==> src/rtl/std_store_drain_buffer.sv <==
// In-order buffer of committed stores draining into the L1 dcache request port (req/gnt, then tag).
// Optional macro STORE_DRAIN_MERGE_EN merges same-dword pushes into the youngest entry.

module std_store_drain_buffer #(
  parameter int unsigned DEPTH       = 8,
  parameter int unsigned INDEX_WIDTH = 12,
  parameter int unsigned TAG_WIDTH   = 44,
  parameter int unsigned DATA_WIDTH  = 64
) (
  input  logic                      clk_i,
  input  logic                      rst_ni,
  input  logic                      push_valid_i,
  output logic                      push_ready_o,
  input  logic [INDEX_WIDTH-1:0]    push_index_i,
  input  logic [TAG_WIDTH-1:0]      push_tag_i,
  input  logic [DATA_WIDTH-1:0]     push_data_i,
  input  logic [DATA_WIDTH/8-1:0]   push_be_i,
  input  logic [1:0]                push_size_i,
  input  logic                      stall_i,
  output logic                      req_o,
  input  logic                      gnt_i,
  output logic [INDEX_WIDTH-1:0]    index_o,
  output logic [TAG_WIDTH-1:0]      tag_o,
  output logic                      tag_valid_o,
  output logic                      we_o,
  output logic [DATA_WIDTH-1:0]     wdata_o,
  output logic [DATA_WIDTH/8-1:0]   be_o,
  output logic [1:0]                size_o,
  input  logic [INDEX_WIDTH-1:0]    chk_index_i,
  output logic                      chk_hit_o,
  output logic                      empty_o,
  output logic [$clog2(DEPTH):0]    count_o
);

  localparam int unsigned PW = $clog2(DEPTH);
  localparam int unsigned CW = PW + 1;
  localparam int unsigned BW = DATA_WIDTH / 8;

  localparam logic [0:0] StIdle = 1'b0;
  localparam logic [0:0] StTag  = 1'b1;

  logic [INDEX_WIDTH-1:0] index_q [DEPTH];
  logic [TAG_WIDTH-1:0]   tag_q   [DEPTH];
  logic [DATA_WIDTH-1:0]  data_q  [DEPTH];
  logic [BW-1:0]          be_q    [DEPTH];
  logic [1:0]             size_q  [DEPTH];

  logic [PW-1:0] rd_ptr_q, rd_ptr_d;
  logic [PW-1:0] wr_ptr_q, wr_ptr_d;
  logic [CW-1:0] count_q, count_d;
  logic [0:0]    state_q, state_d;

  logic full;
  logic pop;
  logic merge;
  logic alloc;

  assign full         = (count_q == CW'(DEPTH));
  assign push_ready_o = ~full;
  assign req_o        = (state_q == StIdle) & (count_q != '0) & ~stall_i;
  assign tag_valid_o  = (state_q == StTag);
  assign pop          = (state_q == StTag);
  assign empty_o      = (count_q == '0) & (state_q == StIdle);
  assign count_o      = count_q;
  assign we_o         = 1'b1;

  assign index_o = index_q[rd_ptr_q];
  assign tag_o   = tag_q[rd_ptr_q];
  assign wdata_o = data_q[rd_ptr_q];
  assign be_o    = be_q[rd_ptr_q];
  assign size_o  = size_q[rd_ptr_q];

`ifdef STORE_DRAIN_MERGE_EN
  logic [PW-1:0] young_ptr;
  logic          merge_match;
  logic          merge_block;

  assign young_ptr   = wr_ptr_q - PW'(1);
  assign merge_match = (tag_q[young_ptr] == push_tag_i) &&
                       (index_q[young_ptr][INDEX_WIDTH-1:3] == push_index_i[INDEX_WIDTH-1:3]);
  // The youngest entry is also the head only when a single entry is buffered; it must stay
  // frozen once the dcache has seen its request.
  assign merge_block = (count_q == CW'(1)) & (tag_valid_o | req_o);
  assign merge       = push_valid_i & (count_q != '0) & merge_match & ~merge_block;
`else
  assign merge = 1'b0;
`endif

  assign alloc = push_valid_i & push_ready_o & ~merge;

  always_comb begin
    state_d  = state_q;
    rd_ptr_d = rd_ptr_q;
    wr_ptr_d = wr_ptr_q;
    count_d  = count_q;

    unique case (state_q)
      StIdle:  if (req_o && gnt_i) state_d = StTag;
      StTag:   state_d = StIdle;
      default: state_d = StIdle;
    endcase

    if (pop)   rd_ptr_d = rd_ptr_q + PW'(1);
    if (alloc) wr_ptr_d = wr_ptr_q + PW'(1);

    if (alloc && !pop) begin
      count_d = count_q + CW'(1);
    end else if (!alloc && pop) begin
      count_d = count_q - CW'(1);
    end
  end

  always_ff @(posedge clk_i) begin
    if (!rst_ni) begin
      state_q  <= StIdle;
      rd_ptr_q <= '0;
      wr_ptr_q <= '0;
      count_q  <= '0;
    end else begin
      state_q  <= state_d;
      rd_ptr_q <= rd_ptr_d;
      wr_ptr_q <= wr_ptr_d;
      count_q  <= count_d;
    end
  end

  // Payload storage carries no reset; validity comes from the pointers and count.
  always_ff @(posedge clk_i) begin
    if (alloc) begin
      index_q[wr_ptr_q] <= push_index_i;
      tag_q[wr_ptr_q]   <= push_tag_i;
      data_q[wr_ptr_q]  <= push_data_i;
      be_q[wr_ptr_q]    <= push_be_i;
      size_q[wr_ptr_q]  <= push_size_i;
    end
`ifdef STORE_DRAIN_MERGE_EN
    if (merge) begin
      for (int b = 0; b < BW; b++) begin
        if (push_be_i[b]) data_q[young_ptr][8*b +: 8] <= push_data_i[8*b +: 8];
      end
      be_q[young_ptr]   <= be_q[young_ptr] | push_be_i;
      size_q[young_ptr] <= 2'd3;
    end
`endif
  end

  // Dword-granular RAW check over every occupied slot, including the in-flight head.
  always_comb begin
    logic [PW-1:0] off;
    chk_hit_o = 1'b0;
    off       = '0;
    for (int i = 0; i < DEPTH; i++) begin
      off = PW'(i) - rd_ptr_q;
      if (({1'b0, off} < count_q) &&
          (index_q[i][INDEX_WIDTH-1:3] == chk_index_i[INDEX_WIDTH-1:3])) begin
        chk_hit_o = 1'b1;
      end
    end
  end

  logic unused_chk_low;
  assign unused_chk_low = ^chk_index_i[2:0];

endmodule
==> config.mk <==
export PLATFORM = sky130hd
export DESIGN_NAME = std_store_drain_buffer
export DESIGN_NICKNAME = d
export VERILOG_FILES = /design/src/rtl/std_store_drain_buffer.sv
export SDC_FILE = /design/constraint.sdc
export NUM_CORES = 1
export LEC_CHECK = 0
export BUFFER_PORTS_ARGS = -buffer_cell sky130_fd_sc_hd__buf_2
export CAP_MARGIN = 30
export CORE_ASPECT_RATIO = 1.2
export CORE_MARGIN = 2
export CORE_UTILIZATION = 39
export CTS_CLUSTER_DIAMETER = 40
export DETAILED_ROUTE_END_ITERATION = 8
export PLACE_DENSITY = 0.53
export SYNTH_ARGS = -nofsm -noshare
export SYNTH_HDL_FRONTEND = slang
export SYNTH_SLANG_ARGS = --single-unit
==> constraint.sdc <==
create_clock -name clk_i -period 35.3 [get_ports clk_i]
set_input_delay 3.53 -clock clk_i [delete_from_list [all_inputs] [get_ports clk_i]]
set_output_delay 3.53 -clock clk_i [all_outputs]
set_load 0.03 [all_outputs]
**After elaboration in Yosys (flattened, before gate mapping)**

Memories as Yosys holds them, arrays and structs flattened. A register that Yosys moved wholly into a read port is not among the register bits.
Index checks and enable logic that the tools add are counted.
Widths: inputs -> output; s select.

- Bits in registers: 11
- Bits in writable memories: 1040
- Input port bits: 147
- Output and inout bits: 140
- Word-level logic and storage cells: 85
- Memories kept: 5

- Add/sub/neg operators: 12
- Order comparisons: 8
- Equality and inequality tests: 9
- Multiplexer cells: 24
- Bitwise logic cells: 7
- Reductions and logical operators: 16

Memories:

| memory | depth | width | read ports | clocked after Yosys merged registers in | write ports | line | text |
|---|---|---|---|---|---|---|---|
| data_q | 8 | 64 | 1 | 1 | 1 | 44 | `logic [DATA_WIDTH-1:0] data_q [DEPTH];` |
| tag_q | 8 | 44 | 1 | 1 | 1 | 43 | `logic [TAG_WIDTH-1:0] tag_q [DEPTH];` |
| index_q | 8 | 12 | 9 | 1 | 1 | 42 | `logic [INDEX_WIDTH-1:0] index_q [DEPTH];` |
| be_q | 8 | 8 | 1 | 1 | 1 | 45 | `logic [BW-1:0] be_q [DEPTH];` |
| size_q | 8 | 2 | 1 | 1 | 1 | 46 | `logic [1:0] size_q [DEPTH];` |

Operators by type and width:

| operator | count |
|---|---|
| $eq 9x9->1 | 8 |
| $lt 3x4->1 | 8 |
| $mux 3 | 10 |
| $sub 3x3->3 const A | 4 |
| $logic_and 1x1->1 | 11 |
| $mux 1 | 11 |
| $mux 4 | 2 |
| $add 3x1->3 const B | 2 |
| $sub 1x3->3 const A | 2 |
| $sub 2x3->3 const A | 2 |
| $add 4x1->4 const B | 1 |
| $and 1x1->1 | 4 |
| $eq 4x4->1 const B | 1 |
| $logic_not 4->1 | 1 |
| $reduce_bool 4->1 | 1 |
| $sub 4x1->4 const B | 1 |
| $not 1->1 | 3 |
| $logic_not 1->1 | 2 |
| $pmux 1 s2 | 1 |
| $reduce_bool 2->1 | 1 |

**Logic depth before layout (Yosys ltp)**

Gate-level depths: netlist of run 1.

- Word-level depth: 11
- Depth in mapped cells: 12
- Gate-level depth less buffers: 12

**Least setup slack after synthesis of run 1**

Ideal clock, no wire load.

- Path type: input port to flip-flop
- Start: input port push_valid_i
- End: memory be_q[0][0] (netlist name), enable pin
- Setup time: 938 ps
- Arrival: 15908 ps
- Required time: 34362 ps
- Slack: 18454 ps
- Stages on the path: 2
- Path buffers: 0
- Cells stage by stage: nand2_1 nor4_1

- Longest elaborated chain between the ends: 3

RTL lines:

| element | line | text |
|---|---|---|
| start, declared | 12 | `input logic push_valid_i,` |
| $and 1x1->1 | 89 | `assign alloc = push_valid_i & push_ready_o & ~merge;` |
| $mux 1 | 129 | `if (alloc) begin` |
| $mux 1 (implied by the code) | 133 | `be_q[wr_ptr_q] <= push_be_i;` |
| end, declared | 45 |  |

Every way passes these cells.

**Worst setup path after layout of run 1**

- Start: input port chk_index_i[11]
- End: output port chk_hit_o

- Longest elaborated chain between the ends: 10
- Elaborated cells on any way between the ends: 24
- Classes of those cells: eq/ne (8); mux (8); reduce/logical (8)

RTL lines:

| element | line | text |
|---|---|---|
| start, declared | 29 | `input logic [INDEX_WIDTH-1:0] chk_index_i,` |
| $eq 9x9->1 | 155 | `(index_q[i][INDEX_WIDTH-1:3] == chk_index_i[INDEX_WIDTH-1:3])) begin` |
| $logic_and 1x1->1 | 154 | `if (({1'b0, off} < count_q) &&` |
| $mux 1 (7 in series) | 154 |  |
| $mux 1 * | 154 |  |
| end, declared | 30 | `output logic chk_hit_o,` |

Every way passes the cells marked *; elsewhere a longest branch is shown, timed or not.

==> results_dict.tcl, run 1 <==
set metrics [dict create \
    critPathLaunchType "primary input" \
    grt_max_degree 103 \
    avgSynthCellArea_um2 23.5 \
    routedWlPerCell_um 25.0 \
    ioPinCount 287 \
    clock_path_buffers 3 \
    power_density_mw_per_mm2 67.4 \
    setup_viol 0 \
    crit_chain "buf_2, xor2_1, nor3_1, nand4_1, o22ai_1, or4_1, buf_2" \
    final.setup_skew_ns 0.0227 \
    period_minus_slack_ns 8.63 \
    die-area_mm2 0.107 \
    postCtsHoldBufs 0 \
    finalMaxSlewViolations 0 \
    crit_buf_inv 2 \
    drt_iter0_drc 1289 \
    grt_pass1_vias 20361 \
    yosysWarningCount 0 \
    dp_hpwl_mm 47.5 \
    totalNegativeSetupSlack_ns 0 \
    nets 2274 \
    core_area_mm2 0.104 \
    syn_area_mm2 0.0409 \
    drt.antenna.violating_nets 0 \
    final_common_cell "edfxtp_1" \
    drive_gt1_share_pct 41.9 \
    final_cell_mix "1,040 x edfxtp_1, 282 x buf_2, 260 x mux4_2" \
    power_uw 3270 \
    drv_cap 0 \
    cts-buffers-inserted 135 \
    area_delta_synth_final_pct 18.6 \
    ys_types 36 \
    drt-total-wl_mm 90.2 \
    clockRootBuffer "clkbuf_16" \
    irDropWorstVdd_uv 44.0 \
    htree_levels 4 \
    place_congestion 0.811 \
    crit_family "simple AND/OR/NAND/NOR gates" \
    die_h_um 359 \
    crit_fanout 8 \
    antenna_found_initial 20 \
    placed_cells 3356 \
    finalHoldViolations 0 \
    start_util_pct 39.2 \
    crit_path_end_kind "output port" \
    post_cts_resized 0 \
    drc_errors 0 \
    rows 130 \
    tightestPinTransition_ns 0.974 \
    final.period_utilization_pct 24.5 \
    critPathRequiredTime_ns 31.77 \
    max_freq_ghz 0.116 \
    status "finished clean" \
    clk_latency_ns 0.75 \
    grt_setup_unrepaired "no" \
    cts.clk_slew.worst_paths_ns 0.05 \
    power.leakage_uw 0.0155 \
    portBuffers 282 \
    relSlewSlack_pct 35.1 \
    hp-class "reg -> reg" \
    cpMostUsedCell "buf_2" \
    overflow 0 \
    syn_inst 1741 \
    grt_pass1_wl_mm 133 \
    cts_sinks 1054 \
    post_cts_buffers 0 \
    dr.pass1.iters 5 \
    crit_slowest_cell "or4_1" \
    syn_nets 1907 \
    gr-usage-all-layers_pct 17.0 \
    routed_via_density 5.22 \
    cpPeakStageDelay_ns 0.51 \
    cts_tree "built" \
    die_x_um 300 \
    ys_seq_area_share_pct 77.0 \
    ys_seq_elements 1054 \
    fin_cells 3609 \
    worstSetupPathType "in -> out" \
    num_vias 18827 \
    crit_arrival_ns 5.10 \
]
cell usage after synthesis:
cell type | n | area share, %
inv_1 | 12 | 0.11
and3_1 | 1 | 0.015
conb_1 | 1 | 0.0092
xnor2_1 | 23 | 0.49
clkbuf_1 | 26 | 0.24
fa_1 | 1 | 0.049
nand3_1 | 6 | 0.073
a21oi_1 | 17 | 0.21
buf_1 | 15 | 0.14
nor2b_1 | 3 | 0.046
and2_1 | 7 | 0.11
or3_1 | 1 | 0.015
mux2i_1 | 2 | 0.049
a21boi_0 | 1 | 0.018
mux2_2 | 130 | 3.6
xor2_1 | 59 | 1.3
or4_1 | 1 | 0.018
o21ai_0 | 2 | 0.024
nand2b_1 | 3 | 0.046
nand2_1 | 10 | 0.092
nor4_1 | 10 | 0.15
mux4_2 | 260 | 14
edfxtp_1 | 1040 | 76
buf_6 | 22 | 0.61
nand4_1 | 8 | 0.12
dfxtp_1 | 14 | 0.69
nand3b_1 | 2 | 0.037
o22ai_1 | 4 | 0.061
a21o_1 | 1 | 0.018
nor3_1 | 14 | 0.17
ha_1 | 18 | 0.55
a21boi_1 | 1 | 0.018
buf_4 | 1 | 0.018
buf_2 | 21 | 0.26
inv_2 | 1 | 0.0092
nor2_1 | 3 | 0.028
flip-flops by register name, summed over array words and instances, names as in the netlist, named ones only:
signal and flops:
rd_ptr_q 3, be_q 64, index_q 96, tag_q 352, wr_ptr_q 3, count_o 4, tag_valid_o 1, size_q 16
data_q 512
stage by stage:
step,utilization (%),setup slack (ns),instance area (um^2),hold slack (ns)
floorplan,-,18.45,40900,0.504
global placement,42.0,26.64,43900,0.550
detailed placement,42.1,26.64,43900,0.567
CTS,46.4,26.64,48500,0.572
global route,46.4,26.62,48500,0.626
finish,46.4,26.67,48500,0.586
logic make-up after synthesis:
family	count (synthesis)	share of synthesized area, %
compound gates	26	0.349
xor+xnor	82	1.76
fa+ha+maj	19	0.600
buf+inv	98	1.38
flops	1054	77.0
mux	392	17.9
other cells	1	0.00917
simple gates	69	0.924
where the power goes:
| part | switching (uW) | leakage [uW] | internal [uW] | total, uW |
|---|---|---|---|---|
| clock | 535 | 0.00219 | 824 | 1360 |
| combinational | 265 | 0.00373 | 164 | 428 |
| sequential | 24.2 | 0.00956 | 1460 | 1480 |
| total | 824 | 0.0155 | 2440 | 3270 |
area by class of cell:
type	count	area [um^2]
Clock inverter	98	1060
Clock buffer	149	3470
Tap cell	1386	1730
Inverter	13	48.8
Fill cell	8727	55900
Sequential cell	1054	31500
Antenna cell	5	12.5
Timing Repair Buffer	315	1770
Multi-Input combinational cell	589	8880
worst min-delay path, cell delays in order (launching register included):
cell and delay, ns:
dfxtp_1 0.38, nand2_1 0.08, a21boi_0 0.07
metal layers:
layer,share of wire [%],wire [um],GRT usage [%]
met1,41,37100,21.4
met2,51,45700,28.5
met3,5.5,4990,4.50
met4,2.5,2280,5.95
met5,0.18,161,0
path summary, 6_finish.rpt:
path                         from            to  slack, ns  cells after the start
setup / recovery  chk_index_i[11]     chk_hit_o      26.67                      7
hold / removal        wr_ptr_q[1]   wr_ptr_q[1]       0.59                      2
setup reg to reg       count_o[0]  data_q[5][0]      31.40                      8
hold reg to reg       wr_ptr_q[1]   wr_ptr_q[1]       0.59                      2
Power figures use the tool's default switching activity.
==> run 2, diff against run 1 <==
==> constraint.sdc (replaced) <==
create_clock -name clk_i -period 9 [get_ports clk_i]
set_input_delay 0.9 -clock clk_i [delete_from_list [all_inputs] [get_ports clk_i]]
set_output_delay 0.9 -clock clk_i [all_outputs]
set_load 0.03 [all_outputs]
==> run 2 against run 1 <==
  * Clock power grew to 4.0 times the previous value
  * Wire length shrank 0.70%
  * Worst hold slack lost 0.17 ns
  * Sequential share of layout area shrank 0.19 points
  * Die area is the same
  * Via count shrank 0.72%
  * Non-clock buffer count grew 3
  * Final cell count is essentially flat
  * Combinational power grew to 3.9 times the previous value
  * Register-to-register slack lost 26 ns
  * First-iteration DRC count shrank 12%
  * Count of clock-buffer cells in the layout grew 5
  * Critical endpoint is now wdata_o[36]
==> results_dict.tcl, run 2 (synthesis gave the netlist of run 1 again) <==
set metrics [dict create \
    clk_latency_ns 0.74 \
    max_freq_ghz 0.205 \
    post_cts_resized 0 \
    final_area_mm2 0.0486 \
    final.period_utilization_pct 54.2 \
    drive_gt1_share_pct 42.2 \
    critPathRequiredTime_ns 8.10 \
    final_common_cell "edfxtp_1" \
    drt-total-wl_mm 89.6 \
    place_congestion 0.796 \
    crit_path_end_kind "output port" \
    clock_path_buffers 3 \
    top_register "data_q" \
    power_density_mw_per_mm2 266 \
    overflow 0 \
    period_minus_slack_ns 4.88 \
    multi_input_area_mm2 0.00889 \
    place_area_mm2 0.0439 \
    die_h_um 359 \
    grt_max_degree 140 \
    relSlewSlack_pct 34.2 \
    tightestPinTransition_ns 0.988 \
    crit_arrival_ns 3.98 \
    routedWlPerCell_um 24.8 \
    htree_levels 4 \
    power_uw 12900 \
    start_util_pct 39.2 \
    cts-buffers-inserted 138 \
    ioPinCount 287 \
    largest_register_ffs 512 \
    post_cts_buffers 0 \
    dr.pass1.iters 5 \
    irDropWorstVdd_uv 207 \
    core_area_mm2 0.104 \
    reg_top3 "data_q x512, tag_q x352, index_q x96" \
    final.setup_skew_ns 0.0315 \
    drc_errors 0 \
    finalHoldViolations 0 \
    finalMaxSlewViolations 0 \
    register_area_mm2 0.0315 \
    nets 2280 \
    postCtsHoldBufs 0 \
    drt_iter0_drc 1136 \
    drv_cap 0 \
    rows 130 \
    whs_ns 0.411 \
    hp-class "in -> reg" \
    portBuffers 282 \
    die_x_um 300 \
    worstSetupPathType "reg -> out" \
    grt_pass1_wl_mm 132 \
    final_cell_mix "1,040 x edfxtp_1, 282 x buf_2, 260 x mux4_2" \
    power.leakage_uw 0.0155 \
    totalNegativeSetupSlack_ns 0 \
    grt_setup_unrepaired "no" \
    antenna_found_initial 22 \
    routed_via_density 5.18 \
    crit_fanout 73 \
    final_util_pct 46.6 \
    die-area_mm2 0.107 \
    cts_tree "built" \
    grt_pass1_vias 20316 \
    fillers 8726 \
    critPathLaunchType "flop" \
    status "finished clean" \
    dp_hpwl_mm 48.5 \
    cts_sinks 1054 \
    drt.antenna.violating_nets 0 \
    setup_viol 0 \
    cts.clk_slew.worst_paths_ns 0.05 \
    gr-usage-all-layers_pct 16.9 \
    area_delta_synth_final_pct 18.9 \
    num_vias 18692 \
    clockRootBuffer "clkbuf_16" \
]
-- run 2: metal layers --
layer | wire length [um] | GRT usage, %
met1 | 36200 | 20.5
met2 | 46100 | 29.1
met3 | 4730 | 4.50
met4 | 2400 | 6.37
met5 | 133 | 0
-- run 2: power by group --
part | internal [uW] | leakage (uW) | switching, uW
Clock | 3400 | 0.00223 | 2060
Combinational | 646 | 0.00375 | 1030
Sequential | 5710 | 0.00956 | 94.9
-- run 2: final cells by class --
class                      instances  share of cell area [%]
antenna                            4                  0.0206
clock buffer                     154                    7.53
sequential                      1054                    64.8
inverter                          13                   0.100
timing repair buffer             318                    3.69
multi-input combinational        589                    18.3
clock inverter                    93                    2.01
tap                             1386                    3.56
-- run 2: path summary, 6_finish.rpt --
check / from / end / slack (ns) / cells after the start
setup / recovery: flop / wdata_o[36] / 4.12 / 5
hold / removal: gnt_i / tag_valid_o / 0.41 / 2
setup reg to reg: count_o[0] / tag_q[7][33] / 5.26 / 8
hold reg to reg: rd_ptr_q[1] / rd_ptr_q[1] / 0.62 / 2
-- run 2: through the flow --
stage | setup slack [ns] | instances
5_1_grt | 3.79 | 3610
3_5_place_dp | 4.75 | 3357
3_3_place_gp | 4.72 | 3357
4_1_cts | 3.93 | 3604
6_report | 4.12 | 3611
2_1_floorplan | -1.87 | 1741
-- run 2: worst max-delay path, cell delays in order (launching register included) --
cell     delay, ns
dfxtp_4       0.84
buf_4         0.61
buf_12        0.54
mux4_2        0.58
mux2_2        0.31
buf_2         0.19
==> run 3, diff against run 2 <==
--- a/config.mk
+++ b/config.mk
@@ -12,7 +12,7 @@
 export CORE_UTILIZATION = 39
 export CTS_CLUSTER_DIAMETER = 40
 export DETAILED_ROUTE_END_ITERATION = 8
-export PLACE_DENSITY = 0.53
+export PLACE_DENSITY = 0.55
 export SYNTH_ARGS = -nofsm -noshare
 export SYNTH_HDL_FRONTEND = slang
 export SYNTH_SLANG_ARGS = --single-unit
==> constraint.sdc (replaced) <==
create_clock -name clk_i -period 4 [get_ports clk_i]
set_input_delay 0.4 -clock clk_i [delete_from_list [all_inputs] [get_ports clk_i]]
set_output_delay 0.4 -clock clk_i [all_outputs]
set_load 0.03 [all_outputs]
==> run 3 against run 2 <==
  * Final cell count is 3.7% higher
  * Count of clock-buffer cells in the layout shrank 2
  * Highest routed layer unchanged
  * Worst hold slack worse by 0.31 ns
  * Combinational power rose by 140%
  * Power rose by 120%
  * Register-to-register slack got worse by 3.8 ns
==> results_dict.tcl, run 3 (synthesis gave the netlist of run 1 again) <==
set metrics [dict create \
    status "finished clean" \
    crit_buf_inv 2 \
    place_congestion 0.820 \
    largest_register_ffs 512 \
    dp_hpwl_mm 49.9 \
    final.setup_skew_ns 0.0213 \
    final_util_pct 47.8 \
    drt_iter0_drc 1177 \
    totalNegativeSetupSlack_ns 0 \
    critPathLaunchType "flop" \
    die_x_um 300 \
    power_uw 28300 \
    rows 130 \
    area_delta_synth_final_pct 22.1 \
    irDropWorstVdd_uv 398 \
    crit_arrival_ns 3.06 \
    routed_via_density 5.12 \
    clk_latency_ns 0.73 \
    grt_max_degree 73 \
    drc_errors 0 \
    finalMaxSlewViolations 0 \
    clockRootBuffer "clkbuf_16" \
    tightestPinTransition_ns 0.760 \
    cts_sinks 1054 \
    num_vias 19183 \
    grt_setup_unrepaired "no" \
    final_area_mm2 0.0499 \
    nets 2420 \
    routedWlPerCell_um 23.9 \
    post_cts_resized 0 \
    cts.clk_slew.worst_paths_ns 0.06 \
    max_freq_ghz 0.289 \
    final_common_cell "edfxtp_1" \
    portBuffers 282 \
    cpPeakStageDelay_ns 0.78 \
    die-area_mm2 0.107 \
    drt.antenna.violating_nets 0 \
    period_minus_slack_ns 3.46 \
    critPathRequiredTime_ns 3.60 \
    place_area_mm2 0.0444 \
    crit_fanout 26 \
    final.period_utilization_pct 86.5 \
    drv_cap 0 \
    relSlewSlack_pct 49.2 \
    clock_path_buffers 3 \
    grt_pass1_vias 20965 \
    ioPinCount 287 \
    htree_levels 4 \
    overflow 0 \
    worstSetupPathType "reg -> out" \
    crit_family "multiplexers" \
    gr-usage-all-layers_pct 16.8 \
    top_register "data_q" \
    reg_top3 "data_q x512, tag_q x352, index_q x96" \
    start_util_pct 39.2 \
    crit_chain "buf_4, mux4_2, mux2_2, buf_2" \
    whs_ns 0.101 \
    drt-total-wl_mm 89.6 \
    cts-buffers-inserted 132 \
    hp-class "in -> reg" \
    setup_viol 0 \
    fillers 8665 \
    core_area_mm2 0.104 \
    die_h_um 359 \
    drive_gt1_share_pct 39.9 \
    power.leakage_uw 0.0160 \
    power_density_mw_per_mm2 566 \
    crit_path_end_kind "output port" \
    antenna_found_initial 3 \
    final_cell_mix "1,040 x edfxtp_1, 282 x buf_2, 260 x mux4_2" \
    dr.pass1.iters 5 \
    grt_pass1_wl_mm 132 \
    crit_slowest_cell "dfxtp_4" \
    finalHoldViolations 0 \
    cts_tree "built" \
]
## run 3: cell types whose count changed in the layout (fill, tap and decap cells not counted), moves of 8 or more
cell and delta:
dlygate4sd3_1 +133, buf_12 +24, clkbuf_16 -10, buf_4 -9, bufinv_16 -9, clkbuf_1 +8
## run 3: timing repair
action,in CTS,in global routing
endpoints found under the hold margin,1054,0
hold buffers,133,0
setup buffers,0,0
## run 3: power breakdown
part | internal [uW] | switching, uW | leakage [uW]
clock | 6700 | 4560 | 0.00203
sequential | 12900 | 220 | 0.00956
combinational | 1580 | 2370 | 0.00443
## run 3: metal layers
| metal | vias up | GRT usage, % | routed length [um] |
|---|---|---|---|
| li1 | 8387 | - | - |
| met1 | 10189 | 20.4 | 36400 |
| met2 | 454 | 29.0 | 45900 |
| met3 | 151 | 4.19 | 4810 |
| met4 | 2 | 6.32 | 2400 |
| met5 | - | 0 | 11 |
## run 3: area by class of cell
class	count	area, um^2	share of cell area (%)
clock inverters	84	761	1.52
well taps	1386	1730	3.47
diodes	4	10.0	0.0200
multi-input cells	589	8930	17.9
repair buffers	464	3490	6.98
clock buffers	152	3440	6.89
flip-flops and latches	1054	31500	63.1
inverters	13	48.8	0.0977
## run 3: final timing paths
path	startpoint	endpoint	slack [ns]	cells past startpoint
worst max-delay path	flop	wdata_o[50]	0.54	4
worst min-delay path	push_valid_i	wr_ptr_q[1]	0.10	4
worst max register to register	count_o[3]	count_o[3]	1.47	11
worst min register to register	rd_ptr_q[1]	flop	0.61	2
## run 3: through the flow
step | std cells | setup slack (ns)
4_1_cts | 3742 | 0.397
3_3_place_gp | 3373 | 1.25
3_5_place_dp | 3373 | 1.23
6_report | 3746 | 0.542
2_1_floorplan | 1741 | -1.43
5_1_grt | 3744 | 0.324
## run 3: tightest hold or removal path: stages
cell and delay (ns):
buf_2 0.11, nand2_4 0.11, nand2_1 0.09, a21boi_0 0.07
